[src/rtl/control_sequencer.sv]
// Fetch/decode/execute sequencer driving every control input of the ALU_System datapath.
// Optional build macro CU_SINGLE_STEP_EN adds i_step/o_ready and stalls each fetch until stepped.
module control_sequencer #(
  parameter logic [7:0] RESET_PC = 8'h00
) (
  input  logic        i_clk,
  input  logic        i_rst,
`ifdef CU_SINGLE_STEP_EN
  input  logic        i_step,
  output logic        o_ready,
`endif
  input  logic [15:0] i_ir_out,
  input  logic [3:0]  i_alu_out_flag,
  output logic [2:0]  o_rf_out_a_sel,
  output logic [2:0]  o_rf_out_b_sel,
  output logic [1:0]  o_rf_fun_sel,
  output logic [3:0]  o_rf_r_sel,
  output logic [3:0]  o_rf_t_sel,
  output logic [3:0]  o_alu_fun_sel,
  output logic [1:0]  o_arf_out_c_sel,
  output logic [1:0]  o_arf_out_d_sel,
  output logic [1:0]  o_arf_fun_sel,
  output logic [3:0]  o_arf_reg_sel,
  output logic        o_ir_lh,
  output logic        o_ir_enable,
  output logic [1:0]  o_ir_fun_sel,
  output logic        o_mem_wr,
  output logic        o_mem_cs,
  output logic [1:0]  o_mux_a_sel,
  output logic [1:0]  o_mux_b_sel,
  output logic        o_mux_c_sel,
  output logic        o_halted
);

  // state  | meaning
  // S_RST  | clear PC, then increment it RESET_PC times
  // S_FL   | fetch low instruction byte (or wait for step)
  // S_FH   | fetch high instruction byte
  // S_DEC  | decode IROut, sample flags
  // S_EX1  | execute
  // S_EX2  | store write cycle
  // S_HALT | terminal until reset
  localparam logic [2:0] S_RST  = 3'd0;
  localparam logic [2:0] S_FL   = 3'd1;
  localparam logic [2:0] S_FH   = 3'd2;
  localparam logic [2:0] S_DEC  = 3'd3;
  localparam logic [2:0] S_EX1  = 3'd4;
  localparam logic [2:0] S_EX2  = 3'd5;
  localparam logic [2:0] S_HALT = 3'd6;

  localparam logic [3:0] OP_AND = 4'h0;
  localparam logic [3:0] OP_OR  = 4'h1;
  localparam logic [3:0] OP_NOT = 4'h2;
  localparam logic [3:0] OP_ADD = 4'h3;
  localparam logic [3:0] OP_SUB = 4'h4;
  localparam logic [3:0] OP_LSR = 4'h5;
  localparam logic [3:0] OP_LSL = 4'h6;
  localparam logic [3:0] OP_INC = 4'h7;
  localparam logic [3:0] OP_DEC = 4'h8;
  localparam logic [3:0] OP_BRA = 4'h9;
  localparam logic [3:0] OP_BNE = 4'hA;
  localparam logic [3:0] OP_LDI = 4'hB;
  localparam logic [3:0] OP_LDM = 4'hC;
  localparam logic [3:0] OP_ST  = 4'hD;
  localparam logic [3:0] OP_MAR = 4'hE;
  localparam logic [3:0] OP_HLT = 4'hF;

  localparam logic [1:0] FUN_CLR  = 2'b00;
  localparam logic [1:0] FUN_LOAD = 2'b01;
  localparam logic [1:0] FUN_INC  = 2'b11;

  localparam logic [3:0] REG_PC = 4'b1000;
  localparam logic [3:0] REG_AR = 4'b0100;

  localparam logic [1:0] OUTD_AR = 2'b00;
  localparam logic [1:0] OUTD_PC = 2'b10;

  localparam logic [1:0] MUX_ALU = 2'b00;
  localparam logic [1:0] MUX_MEM = 2'b01;
  localparam logic [1:0] MUX_IR  = 2'b10;

  localparam logic [3:0] ALU_PASS_A = 4'b0000;

  typedef struct packed {
    logic [2:0] rf_out_a_sel;
    logic [2:0] rf_out_b_sel;
    logic [1:0] rf_fun_sel;
    logic [3:0] rf_r_sel;
    logic [3:0] alu_fun_sel;
    logic [1:0] arf_out_c_sel;
    logic [1:0] arf_out_d_sel;
    logic [1:0] arf_fun_sel;
    logic [3:0] arf_reg_sel;
    logic       ir_lh;
    logic       ir_enable;
    logic [1:0] ir_fun_sel;
    logic       mem_wr;
    logic       mem_cs;
    logic [1:0] mux_a_sel;
    logic [1:0] mux_b_sel;
    logic       mux_c_sel;
    logic       halted;
  } ctl_t;

  logic [2:0] r_state, w_state;
  logic       r_sub, w_sub;
  logic [7:0] r_cnt, w_cnt;
  logic [1:0] r_rd, w_rd;
  logic       r_st, w_st;
  logic       w_to_fetch;
  ctl_t       r_ctl, w_ctl;
  logic       w_unused_bits;

  function automatic ctl_t f_idle();
    ctl_t c;
    c        = '0;
    c.mem_cs = 1'b1;
    return c;
  endfunction

  function automatic ctl_t f_fetch(input logic lh);
    ctl_t c;
    c               = f_idle();
    c.arf_out_d_sel = OUTD_PC;
    c.mem_cs        = 1'b0;
    c.ir_enable     = 1'b1;
    c.ir_lh         = lh;
    c.ir_fun_sel    = FUN_LOAD;
    c.arf_reg_sel   = REG_PC;
    c.arf_fun_sel   = FUN_INC;
    return c;
  endfunction

  function automatic logic [3:0] f_rf_onehot(input logic [1:0] rd);
    return 4'b1000 >> rd;
  endfunction

  function automatic logic [3:0] f_alu_code(input logic [3:0] op);
    logic [3:0] code;
    case (op)
      OP_AND:  code = 4'b0111;
      OP_OR:   code = 4'b1000;
      OP_NOT:  code = 4'b0010;
      OP_ADD:  code = 4'b0100;
      OP_SUB:  code = 4'b0110;
      OP_LSR:  code = 4'b1011;
      OP_LSL:  code = 4'b1010;
      OP_INC:  code = 4'b1100;
      OP_DEC:  code = 4'b1101;
      default: code = ALU_PASS_A;
    endcase
    return code;
  endfunction

  function automatic ctl_t f_exec(input logic [15:0] ir, input logic z);
    ctl_t       c;
    logic [3:0] op;
    logic [1:0] rd;
    op = ir[15:12];
    rd = ir[11:10];
    c  = f_idle();
    case (op)
      OP_AND, OP_OR, OP_NOT, OP_ADD, OP_SUB, OP_LSR, OP_LSL, OP_INC, OP_DEC: begin
        c.mux_c_sel    = 1'b0;
        c.rf_out_a_sel = {1'b0, ir[9:8]};
        c.rf_out_b_sel = {1'b0, ir[7:6]};
        c.alu_fun_sel  = f_alu_code(op);
        c.mux_a_sel    = MUX_ALU;
        c.rf_r_sel     = f_rf_onehot(rd);
        c.rf_fun_sel   = FUN_LOAD;
      end
      OP_BRA, OP_BNE: begin
        // BNE only branches when Z was clear at decode
        if (op == OP_BRA || !z) begin
          c.mux_b_sel   = MUX_IR;
          c.arf_reg_sel = REG_PC;
          c.arf_fun_sel = FUN_LOAD;
        end
      end
      OP_LDI: begin
        c.mux_a_sel  = MUX_IR;
        c.rf_r_sel   = f_rf_onehot(rd);
        c.rf_fun_sel = FUN_LOAD;
      end
      OP_LDM: begin
        c.arf_out_d_sel = OUTD_AR;
        c.mem_cs        = 1'b0;
        c.mux_a_sel     = MUX_MEM;
        c.rf_r_sel      = f_rf_onehot(rd);
        c.rf_fun_sel    = FUN_LOAD;
      end
      OP_ST: begin
        c.mux_c_sel    = 1'b0;
        c.rf_out_a_sel = {1'b0, rd};
        c.alu_fun_sel  = ALU_PASS_A;
      end
      OP_MAR: begin
        c.mux_b_sel   = MUX_IR;
        c.arf_reg_sel = REG_AR;
        c.arf_fun_sel = FUN_LOAD;
      end
      default: c = f_idle();
    endcase
    return c;
  endfunction

  // Rd stays on the ALU pass-A path so write data is stable during the memory strobe
  function automatic ctl_t f_store(input logic [1:0] rd);
    ctl_t c;
    c               = f_idle();
    c.mux_c_sel     = 1'b0;
    c.rf_out_a_sel  = {1'b0, rd};
    c.alu_fun_sel   = ALU_PASS_A;
    c.arf_out_d_sel = OUTD_AR;
    c.mem_cs        = 1'b0;
    c.mem_wr        = 1'b1;
    return c;
  endfunction

`ifdef CU_SINGLE_STEP_EN
  logic r_ready, w_ready;
`endif

  always_comb begin
    w_state    = r_state;
    w_sub      = r_sub;
    w_cnt      = r_cnt;
    w_rd       = r_rd;
    w_st       = r_st;
    w_ctl      = f_idle();
    w_to_fetch = 1'b0;
`ifdef CU_SINGLE_STEP_EN
    w_ready    = 1'b0;
`endif
    case (r_state)
      S_RST: begin
        if (!r_sub) begin
          w_sub             = 1'b1;
          w_ctl.arf_reg_sel = REG_PC;
          w_ctl.arf_fun_sel = FUN_CLR;
        end else if (r_cnt != 8'h00) begin
          w_cnt             = r_cnt - 8'h01;
          w_ctl.arf_reg_sel = REG_PC;
          w_ctl.arf_fun_sel = FUN_INC;
        end else begin
          w_to_fetch = 1'b1;
        end
      end
      S_FL: begin
        if (r_sub) begin
          w_to_fetch = 1'b1;
        end else begin
          w_state = S_FH;
          w_ctl   = f_fetch(1'b1);
        end
      end
      S_FH: w_state = S_DEC;
      S_DEC: begin
        w_rd = i_ir_out[11:10];
        w_st = (i_ir_out[15:12] == OP_ST);
        if (i_ir_out[15:12] == OP_HLT) begin
          w_state      = S_HALT;
          w_ctl.halted = 1'b1;
        end else begin
          w_state = S_EX1;
          w_ctl   = f_exec(i_ir_out, i_alu_out_flag[3]);
        end
      end
      S_EX1: begin
        if (r_st) begin
          w_state = S_EX2;
          w_ctl   = f_store(r_rd);
        end else begin
          w_to_fetch = 1'b1;
        end
      end
      S_EX2:  w_to_fetch = 1'b1;
      S_HALT: w_ctl.halted = 1'b1;
      default: begin
        w_state = S_RST;
        w_sub   = 1'b0;
        w_cnt   = RESET_PC;
      end
    endcase

    // r_sub in S_FL marks a fetch that is parked waiting for a step
    if (w_to_fetch) begin
      w_state = S_FL;
`ifdef CU_SINGLE_STEP_EN
      if (i_step) begin
        w_sub = 1'b0;
        w_ctl = f_fetch(1'b0);
      end else begin
        w_sub   = 1'b1;
        w_ready = 1'b1;
      end
`else
      w_sub = 1'b0;
      w_ctl = f_fetch(1'b0);
`endif
    end
  end

  always_ff @(posedge i_clk or posedge i_rst) begin
    if (i_rst) begin
      r_state <= S_RST;
      r_sub   <= 1'b0;
      r_cnt   <= RESET_PC;
      r_rd    <= 2'b00;
      r_st    <= 1'b0;
      r_ctl   <= f_idle();
`ifdef CU_SINGLE_STEP_EN
      r_ready <= 1'b0;
`endif
    end else begin
      r_state <= w_state;
      r_sub   <= w_sub;
      r_cnt   <= w_cnt;
      r_rd    <= w_rd;
      r_st    <= w_st;
      r_ctl   <= w_ctl;
`ifdef CU_SINGLE_STEP_EN
      r_ready <= w_ready;
`endif
    end
  end

`ifdef CU_SINGLE_STEP_EN
  assign o_ready = r_ready;
`endif

  assign w_unused_bits = ^{i_ir_out[5:0], i_alu_out_flag[2:0]};

  assign o_rf_out_a_sel  = r_ctl.rf_out_a_sel;
  assign o_rf_out_b_sel  = r_ctl.rf_out_b_sel;
  assign o_rf_fun_sel    = r_ctl.rf_fun_sel;
  assign o_rf_r_sel      = r_ctl.rf_r_sel;
  assign o_rf_t_sel      = 4'b0000;
  assign o_alu_fun_sel   = r_ctl.alu_fun_sel;
  assign o_arf_out_c_sel = r_ctl.arf_out_c_sel;
  assign o_arf_out_d_sel = r_ctl.arf_out_d_sel;
  assign o_arf_fun_sel   = r_ctl.arf_fun_sel;
  assign o_arf_reg_sel   = r_ctl.arf_reg_sel;
  assign o_ir_lh         = r_ctl.ir_lh;
  assign o_ir_enable     = r_ctl.ir_enable;
  assign o_ir_fun_sel    = r_ctl.ir_fun_sel;
  assign o_mem_wr        = r_ctl.mem_wr;
  assign o_mem_cs        = r_ctl.mem_cs;
  assign o_mux_a_sel     = r_ctl.mux_a_sel;
  assign o_mux_b_sel     = r_ctl.mux_b_sel;
  assign o_mux_c_sel     = r_ctl.mux_c_sel;
  assign o_halted        = r_ctl.halted;

endmodule

[config.mk]
export PLATFORM = sky130hd
export DESIGN_NAME = control_sequencer
export DESIGN_NICKNAME = d
export VERILOG_FILES = /design/src/rtl/control_sequencer.sv
export SDC_FILE = /design/constraint.sdc
export NUM_CORES = 1
export LEC_CHECK = 0
export BUFFER_PORTS_ARGS = -buffer_cell sky130_fd_sc_hd__buf_4
export CORE_UTILIZATION = 50
export CTS_CLUSTER_DIAMETER = 40
export CTS_CLUSTER_SIZE = 24
export DETAILED_ROUTE_END_ITERATION = 6
export GPL_TIMING_DRIVEN = 0
export PLACE_DENSITY = 0.86
export SYNTH_ARGS = -nofsm -noshare
export SYNTH_HDL_FRONTEND = slang
export SYNTH_SLANG_ARGS = --single-unit
[constraint.sdc]
create_clock -name i_clk -period 2.1 [get_ports i_clk]
set_clock_uncertainty 0.15 [all_clocks]
set_input_delay 0.63 -clock i_clk [delete_from_list [all_inputs] [get_ports i_clk]]
set_output_delay 0.63 -clock i_clk [all_outputs]
set_load 0.02 [all_outputs]
==> results of run 1 <==
metal layers:
layer / GRT usage / vias up / wire length [µm] / share of wire
li1: - / 766 / - / -
met4: 0.111 / 0 / 111 / 0.030
met2: 0.325 / 54 / 1760 / 0.48
met5: 0 / - / 0 / 0
met1: 0.233 / 724 / 1550 / 0.43
met3: 0.0538 / 8 / 215 / 0.059
state kept, by name (all words and copies together), names as in the netlist:
name	count
o_mem_cs	1
r_st	1
r_rd	2
r_cnt	8
o_arf_fun_sel	2
o_mux_b_sel	1
r_sub	1
o_arf_reg_sel	2
o_alu_fun_sel	4
o_arf_out_d_sel	1
o_mem_wr	1
o_rf_out_b_sel	2
o_rf_r_sel	4
o_rf_out_a_sel	2
o_rf_fun_sel	1
r_state	3
o_mux_a_sel	2
o_ir_lh	1
o_halted	1
kinds of logic after synthesis:
kind of cell / synth area share
AOI/OAI and AO/OA: 0.141
other: 0.00187
muxes: 0.0361
buffers and inverters: 0.109
adders and majority gates: 0.0374
DFF: 0.499
and+or+nand+nor: 0.176
synthesized netlist by cell type (3+ instances only):
master / n / share of area
dfrtp_1: 39 / 0.49
buf_4: 17 / 0.064
inv_1: 16 / 0.030
a21oi_1: 15 / 0.037
nand2_1: 11 / 0.021
o21ai_0: 10 / 0.025
nand3_1: 8 / 0.020
nor2_1: 8 / 0.015
ha_1: 6 / 0.037
mux2i_1: 5 / 0.025
and3_1: 4 / 0.012
buf_2: 4 / 0.010
nor3_1: 4 / 0.010
nor3b_1: 4 / 0.015
and2_1: 3 / 0.0093
nand4_1: 3 / 0.0093
per-stage QoR:
step	std cells	TNS [ns]	hold WS, ns	util	instance area, µm²
2_1_floorplan	210	0	0.322	-	2060
3_5_place_dp	296	-0.392	0.347	0.643	2410
5_1_grt	304	0	0.369	0.666	2490
6_report	304	0	0.331	0.666	2490
3_3_place_gp	296	-1.79	0.338	0.643	2410
4_1_cts	304	0	0.357	0.666	2490
layout make-up:
type                       instances  area, µm²
timing repair buffer              38        285
fill                             307       1250
sequential                        40       1000
clock inverter                     2       12.5
tap                               48       60.1
buffer                            24        159
clock buffer                       6       72.6
multi-input combinational        130        841
inverter                          16       60.1
worst max path at each step:
stage          slack [ns]           endpoint  cells after the start          from
6_report             0.17  o_rf_out_a_sel[0]                      7  i_ir_out[13]
3_5_place_dp        -0.12  o_rf_out_a_sel[1]                      7  i_ir_out[13]
3_3_place_gp        -0.08  o_rf_out_a_sel[0]                      7  i_ir_out[13]
4_1_cts              0.17  o_rf_out_a_sel[0]                      7  i_ir_out[13]
5_1_grt              0.01  o_rf_out_a_sel[1]                      7  i_ir_out[12]
2_1_floorplan        0.30  o_rf_out_a_sel[0]                      6  i_ir_out[13]
power groups by stage:
stage	Combinational, W	Clock [W]	Sequential [W]
floorplan	0.000540	0	0.00113
global placement	0.000910	0	0.00103
detailed placement	0.000935	0	0.00103
CTS	0.000938	0.000504	0.00102
global route	0.00103	0.000537	0.00103
finish	0.000940	0.000486	0.00102
==> results.toml, run 1 <==
[synth]
synth_area_per_cell_um2 = 10.3
ys.flop_type = "dfrtp_1"
seq_area_frac_synth = 0.499
yosys_warnings = 0
synth_cell_types = 44
ys_async_sr_fraction = 1.00
synth-edff-count = 0
postSynthCellCount = 196
ys_ff_latch = 40
synth_area_um2 = 2010

[floorplan]
fp-row-count = 22
initial_core_util = 0.537
design.die.area_um2 = 4280
fp.dieH_um = 65.4
die_w_um = 65.4
core-area_um2 = 3740
ios = 64

[grt]
grt_overflow = 0
grt_pass1_wl_mm = 6.27
grt_max_degree = 41
grtUsageTotal = 0.198
grt_pass1_vias = 1479
antenna_found_initial = 0

[setup_path]
timing.rr.start = "r_cnt[0]"
crit_buf_inv = 2
critPathMaxStageDelay_ns = 0.48
reg2reg_to = "r_cnt[4]"
crit_top_cell = "o21ai_0"
arrival_ns = 1.94
crit_type = "input pin to flip-flop"
start_kind = "input pin"
worstPathRequired_ns = 2.11
r2r_slack_ns = 0.23
crit_chain = "buf_4, inv_1, ha_1, nor2_1, a21oi_1, o21ai_0, o21ai_0"
critPathMaxFanout = 5
cpMaxStageDelayCell = "o21ai_0"
crit_family = "compound AO/OA/AOI/OAI gates"
end_kind = "flip-flop"
rr_worst_depth = 6

[routing]
initialDrtViolationCount = 83
avgViaCountPerCell = 5.11
wl_per_cell_um = 12.0
drt_pass1_iterations = 4
drt_wl_total_mm = 3.64
drc = 0
vias = 1552
detail-route-antenna-nets = 0

[power]
p_sw_frac = 0.361
cellPowerDensity_nw_per_um2 = 981
p_int_w = 0.00156
p_comb_frac = 0.384
finalPower_w = 0.00244
p_clk_frac = 0.199
p_seq_frac = 0.417
ir_drop_uv = 547
p_sw_w = 0.000884
leakage_nw = 1.28

[clocking]
cts_setup_buffers = 0
hold_buffers = 0
cts.sinks = 40
cts_max_level = 2
numCtsBuffers = 5
clkLatencyLatePin_ns = 0.29
clk_pin_slew_ns = 0.08
cts.root.buffer_cell = "clkbuf_8"
max-clock-path-buffers = 2
cts-resized-gates = 0
cts_tree = "yes"

[flow_run]
drv_cap = 0

[placed_design]
port_buffers = 38
post-place-ws_ns = -0.116
hpwl_mm = 2.70
place_congestion = 0.816

[timing]
rsz0062_at_grt = "false"
relSlewSlack = 0.482
min_period_ns = 1.93
final-hold-violation-count = 0
setup_slack_ns = 0.168
fmax_mhz = 518
worstMarginPinSlew_ns = 0.776
fin_crit_sh = 0.920
slew_violations = 0
setup_viol = 0

[finish]
num_antenna_cells = 0
area_growth_pct = 24.0
final_cell_mix = "buf_4 (55), dfrtp_1 (39), inv_1 (15), a21oi_1 (15), conb_1 (15)"
fin_nets = 283
layout_commonest_cell = "buf_4"
layout-drive-gt1-share = 0.293

[hold_path]
min_path_type = "input pin to async pin"

[outcome]
status = "finished clean"
(Power assumes the default switching activity.)
==> run 2, diff against run 1 <==
Settings changed: SETUP_SLACK_MARGIN set to 0.5.
==> run 2 against run 1 <==
Cell area grew 19%. Sequential share of layout area shrank 6.1 points. Critical endpoint is now o_arf_out_d_sel[1]. Core utilization grew 13 points. Non-clock buffer count grew 19.
==> results.toml, run 2 (synthesized netlist as in run 1, its figures left out) <==
[finish]
num_antenna_cells = 0
post-route-util = 0.791
final_cell_mix = "buf_4 (44), dfrtp_1 (33), buf_6 (31), conb_1 (15), a21oi_1 (11)"
layout_commonest_cell = "buf_4"
largest_reg_flops = 8
fin_nets = 302
area_growth_pct = 47.3
layout-drive-gt1-share = 0.476
regMostFlops = "r_cnt"

[setup_path]
crit_buf_inv = 2
worstPathRequired_ns = 1.32
crit_chain = "buf_4, buf_6"
critPathMaxFanout = 3
critPathMaxStageDelay_ns = 0.40
end_kind = "output pin"
arrival_ns = 0.95
crit_family = "flip-flops"
crit_type = "flip-flop to output pin"
start_kind = "flip-flop"
cpMaxStageDelayCell = "dfrtp_1"

[floorplan]
core-area_um2 = 3740
fp-row-count = 22
design.die.area_um2 = 4280
die_w_um = 65.4
fp.dieH_um = 65.4
ios = 64
initial_core_util = 0.537

[routing]
drt_wl_total_mm = 5.46
vias = 1803
drc = 0
wl_per_cell_um = 16.9
detail-route-antenna-nets = 0
drt_pass1_iterations = 4
initialDrtViolationCount = 96
avgViaCountPerCell = 5.58

[clocking]
cts_tree = "yes"
clk_pin_slew_ns = 0.08
cts_max_level = 2
cts.sinks = 40
numCtsBuffers = 5
clkLatencyLatePin_ns = 0.30
cts.root.buffer_cell = "clkbuf_8"
max-clock-path-buffers = 2

[power]
cellPowerDensity_nw_per_um2 = 1010
p_sw_w = 0.00108
p_clk_frac = 0.213
p_seq_frac = 0.347
p_sw_frac = 0.361
leakage_nw = 1.43
ir_drop_uv = 635
p_int_w = 0.00191
finalPower_w = 0.00300
p_comb_frac = 0.440

[timing]
final-hold-violation-count = 0
min_period_ns = 1.73
rsz0062_at_grt = "true"
slew_violations = 0
setup_viol = 0
fin_crit_sh = 0.826
setup_tns_ns = 0
worstMarginPinSlew_ns = 0.828
setup_slack_ns = 0.365
fmax_mhz = 576
relSlewSlack = 0.447

[placed_design]
place_congestion = 0.852
port_buffers = 38
hpwl_mm = 3.05
post-place-ws_ns = 0.0745

[grt]
grt_max_degree = 41
grtUsageTotal = 0.260
grt_pass1_wl_mm = 8.04
grt_pass1_vias = 1686
grt_overflow = 0
antenna_found_initial = 0

[hold_path]
min_path_type = "input pin to async pin"

[outcome]
status = "finished clean"

[flow_run]
drv_cap = 0
==> run 2: final timing paths <==
| path | startpoint | to | slack [ns] | cells after the start |
|---|---|---|---|---|
| min | i_rst | r_cnt[1] | 0.33 | 2 |
| min in group i_clk | r_rd[0] | r_rd[0] | 0.36 | 1 |
| max in group asynchronous | i_rst | r_sub | 0.97 | 2 |
| min reg2reg | r_rd[0] | r_rd[0] | 0.36 | 1 |
| max | o_arf_out_d_sel[1] | o_arf_out_d_sel[1] | 0.37 | 2 |
| max reg2reg | r_state[1] | r_cnt[4] | 0.42 | 5 |
==> run 2: final cells by class <==
| cell class | instances | area (µm²) |
|---|---|---|
| sequential | 40 | 1010 |
| multi-input combinational | 130 | 991 |
| fill | 207 | 783 |
| timing repair buffer | 57 | 534 |
| buffer | 24 | 175 |
| inverter | 16 | 78.8 |
| clock buffer | 5 | 68.8 |
| tap | 48 | 60.1 |
| clock inverter | 3 | 42.5 |
==> run 2: worst register-to-register path: stages, from the launching register on <==
cell	delay (ns)
dfrtp_1	0.38
buf_6	0.13
nor4b_4	0.30
a21boi_4	0.35
a31o_2	0.21
a21oi_2	0.05
==> run 2: metrics by stage <==
stage          hold slack, ns  std cells  instance area [µm²]
3_5_place_dp            0.346        296                 2490
3_3_place_gp            0.338        296                 2490
4_1_cts                 0.362        316                 2820
5_1_grt                 0.362        323                 2960
6_report                0.326        323                 2960
2_1_floorplan           0.322        210                 2140
==> run 2: metal layers <==
metal	share of wire	wire length, µm	global-route usage
met1	0.35	1910	0.273
met2	0.53	2900	0.472
met3	0.065	357	0.0694
met4	0.053	291	0.128
met5	0	0	0
==> run 2: power groups by stage <==
| stage | clock, W | combinational [W] | sequential (W) |
|---|---|---|---|
| after CTS | 0.000636 | 0.00115 | 0.00102 |
| after floorplan | 0 | 0.000558 | 0.00113 |
| after detailed placement | 0 | 0.000967 | 0.00103 |
| after global routing | 0.000675 | 0.00139 | 0.00105 |
| final | 0.000639 | 0.00132 | 0.00104 |
| after global placement | 0 | 0.000943 | 0.00103 |
==> run 2: repair_timing <==
action | in CTS | in global routing
gates cloned | 0 | 1
endpoints found under the setup margin | 40 | 51
hold buffers | 0 | 0
resized for setup | 38 | 28
buffers inserted | 12 | 6
pin swaps | 9 | 9
==> run 3, diff against run 2 <==
Settings changed: CORE_UTILIZATION 50 to 45, PLACE_DENSITY 0.86 to 0.82.
Clock period 2.1 ns to 1.5 ns, I/O delays scaled along.
==> run 3 against run 2 <==
The flow now finishes with violations (setup timing). First-iteration DRC count grew 55%. Sequential power grew 43%. Via count fell by 1.5%. Critical path depth is 2 higher. Die area up 11%. Sequential cell count is the same. Sequential share of layout area is 3.4 points lower. Combinational power rose by 89%. Worst hold slack worse by 0.30 ns.
==> results.toml, run 3 (synthesized netlist as in run 1, its figures left out) <==
[outcome]
status = "finished with violations"
violations = "setup timing"

[setup_path]
start_kind = "flip-flop"
crit_end = "r_cnt[3]"
timing.rr.start = "r_state[2]"
critPathMaxFanout = 7
startpoint = "r_state[2]"
reg2reg_to = "r_cnt[3]"
r2r_slack_ns = -0.21
crit_type = "flip-flop to flip-flop"
arrival_ns = 1.75
end_kind = "flip-flop"
rr_worst_depth = 4
worstPathRequired_ns = 1.54

[floorplan]
die_w_um = 68.8
ios = 64
design.die.area_um2 = 4740
core-area_um2 = 4140
fp.dieH_um = 68.8
fp-row-count = 23
initial_core_util = 0.485

[power]
finalPower_w = 0.00489
p_sw_w = 0.00177
ir_drop_uv = 745
p_seq_frac = 0.305
leakage_nw = 1.54
cellPowerDensity_nw_per_um2 = 1490
p_int_w = 0.00312
p_comb_frac = 0.511
p_sw_frac = 0.362
p_clk_frac = 0.184

[routing]
drt_wl_total_mm = 5.74
drc = 0
drt_pass1_iterations = 4
highest_layer = "met4"
initialDrtViolationCount = 149
wl_met1_mm = 2.26
avgViaCountPerCell = 5.32
wl_per_cell_um = 17.2
vias = 1776
met3_length_um = 369
wl_met2_mm = 2.95
detail-route-antenna-nets = 0

[finish]
stdcell_count = 334
layout-drive-gt1-share = 0.570
num_antenna_cells = 0
area_growth_pct = 63.4
final_cell_mix = "buf_4 (42), buf_6 (40), dfrtp_1 (34), conb_1 (15)"
layout_commonest_cell = "buf_4"
regMostFlops = "r_cnt"
post-route-util = 0.792
fill_cells = 238
fin_nets = 311
largest_reg_flops = 8

[placed_design]
post-place-ws_ns = -0.276
hpwl_mm = 2.81
dp_cells = 298
place_congestion = 0.774
port_buffers = 38

[timing]
setup_slack_ns = -0.212
fin_crit_sh = 1.14
setup_viol = 32
final-hold-violation-count = 0
slew_violations = 0
fmax_mhz = 584
min_period_ns = 1.71
setup_tns_ns = -3.27
rsz0062_at_grt = "true"

[grt]
grt_max_degree = 21
grtUsageTotal = 0.229
grt_overflow = 0
grt_pass1_wl_mm = 7.72
antenna_found_initial = 0
grt_pass1_vias = 1667

[clocking]
hold_buffers = 0
clk_pin_slew_ns = 0.09
cts_max_level = 2
cts_tree = "yes"
cts.sinks = 40
max-clock-path-buffers = 2
numCtsBuffers = 5
cts.root.buffer_cell = "clkbuf_8"
clkLatencyLatePin_ns = 0.31

[hold_path]
min_path_type = "input pin to async pin"

[flow_run]
drv_cap = 0
[run 3: layer usage]
metal	global-route usage	vias up
met3	0.0822	15
li1	-	825
met1	0.274	851
met2	0.357	85
met5	0	-
met4	0.125	0
[run 3: metrics by stage]
step | cell area [µm²] | hold WS, ns
floorplan | 2250 | 0.278
global placement | 2600 | 0.339
detailed placement | 2600 | 0.349
CTS | 3020 | 0.0358
global route | 3280 | 0.0581
finish | 3280 | 0.0248
[run 3: layout make-up]
type	count	area, µm²	area share
Sequential cell	40	1010	0.307
Timing Repair Buffer	65	664	0.202
Multi-Input combinational cell	130	1130	0.343
Clock inverter	3	42.5	0.0130
Tap cell	50	62.6	0.0191
Clock buffer	5	68.8	0.0210
Timing Repair inverter	1	7.51	0.00229
Buffer	24	215	0.0655
Inverter	16	86.3	0.0263
[run 3: power by group through the flow]
stage	Combinational [W]	Sequential [W]	Clock, W
after floorplan	0.000925	0.00159	0
after global placement	0.00147	0.00145	0
after detailed placement	0.00150	0.00145	0
after CTS	0.00188	0.00148	0.000895
after global routing	0.00264	0.00152	0.000945
final	0.00250	0.00149	0.000899
[run 3: critical path, stage by stage (launching register included)]
cell and delay, ns:
dfrtp_2 0.47, nor4b_4 0.36, a21boi_4 0.35, nand3b_1 0.13, mux2i_1 0.14
[run 3: repair_timing]
item / 4_1_cts / 5_1_grt
gates cloned: 1 / 1
resized for setup: 54 / 35
endpoints found under the setup margin: 68 / 87
setup buffers: 14 / 12
pin swaps: 16 / 13
[run 3: how the worst min path moves through the flow]
stage                  from          endpoint  cells after the start
floorplan             i_rst  o_alu_fun_sel[0]                      1
global placement    r_rd[0]           r_rd[0]                      1
detailed placement  r_rd[0]           r_rd[0]                      1
CTS                   i_rst   o_rf_fun_sel[0]                      2
global route          i_rst        r_state[2]                      2
finish                i_rst        r_state[2]                      2
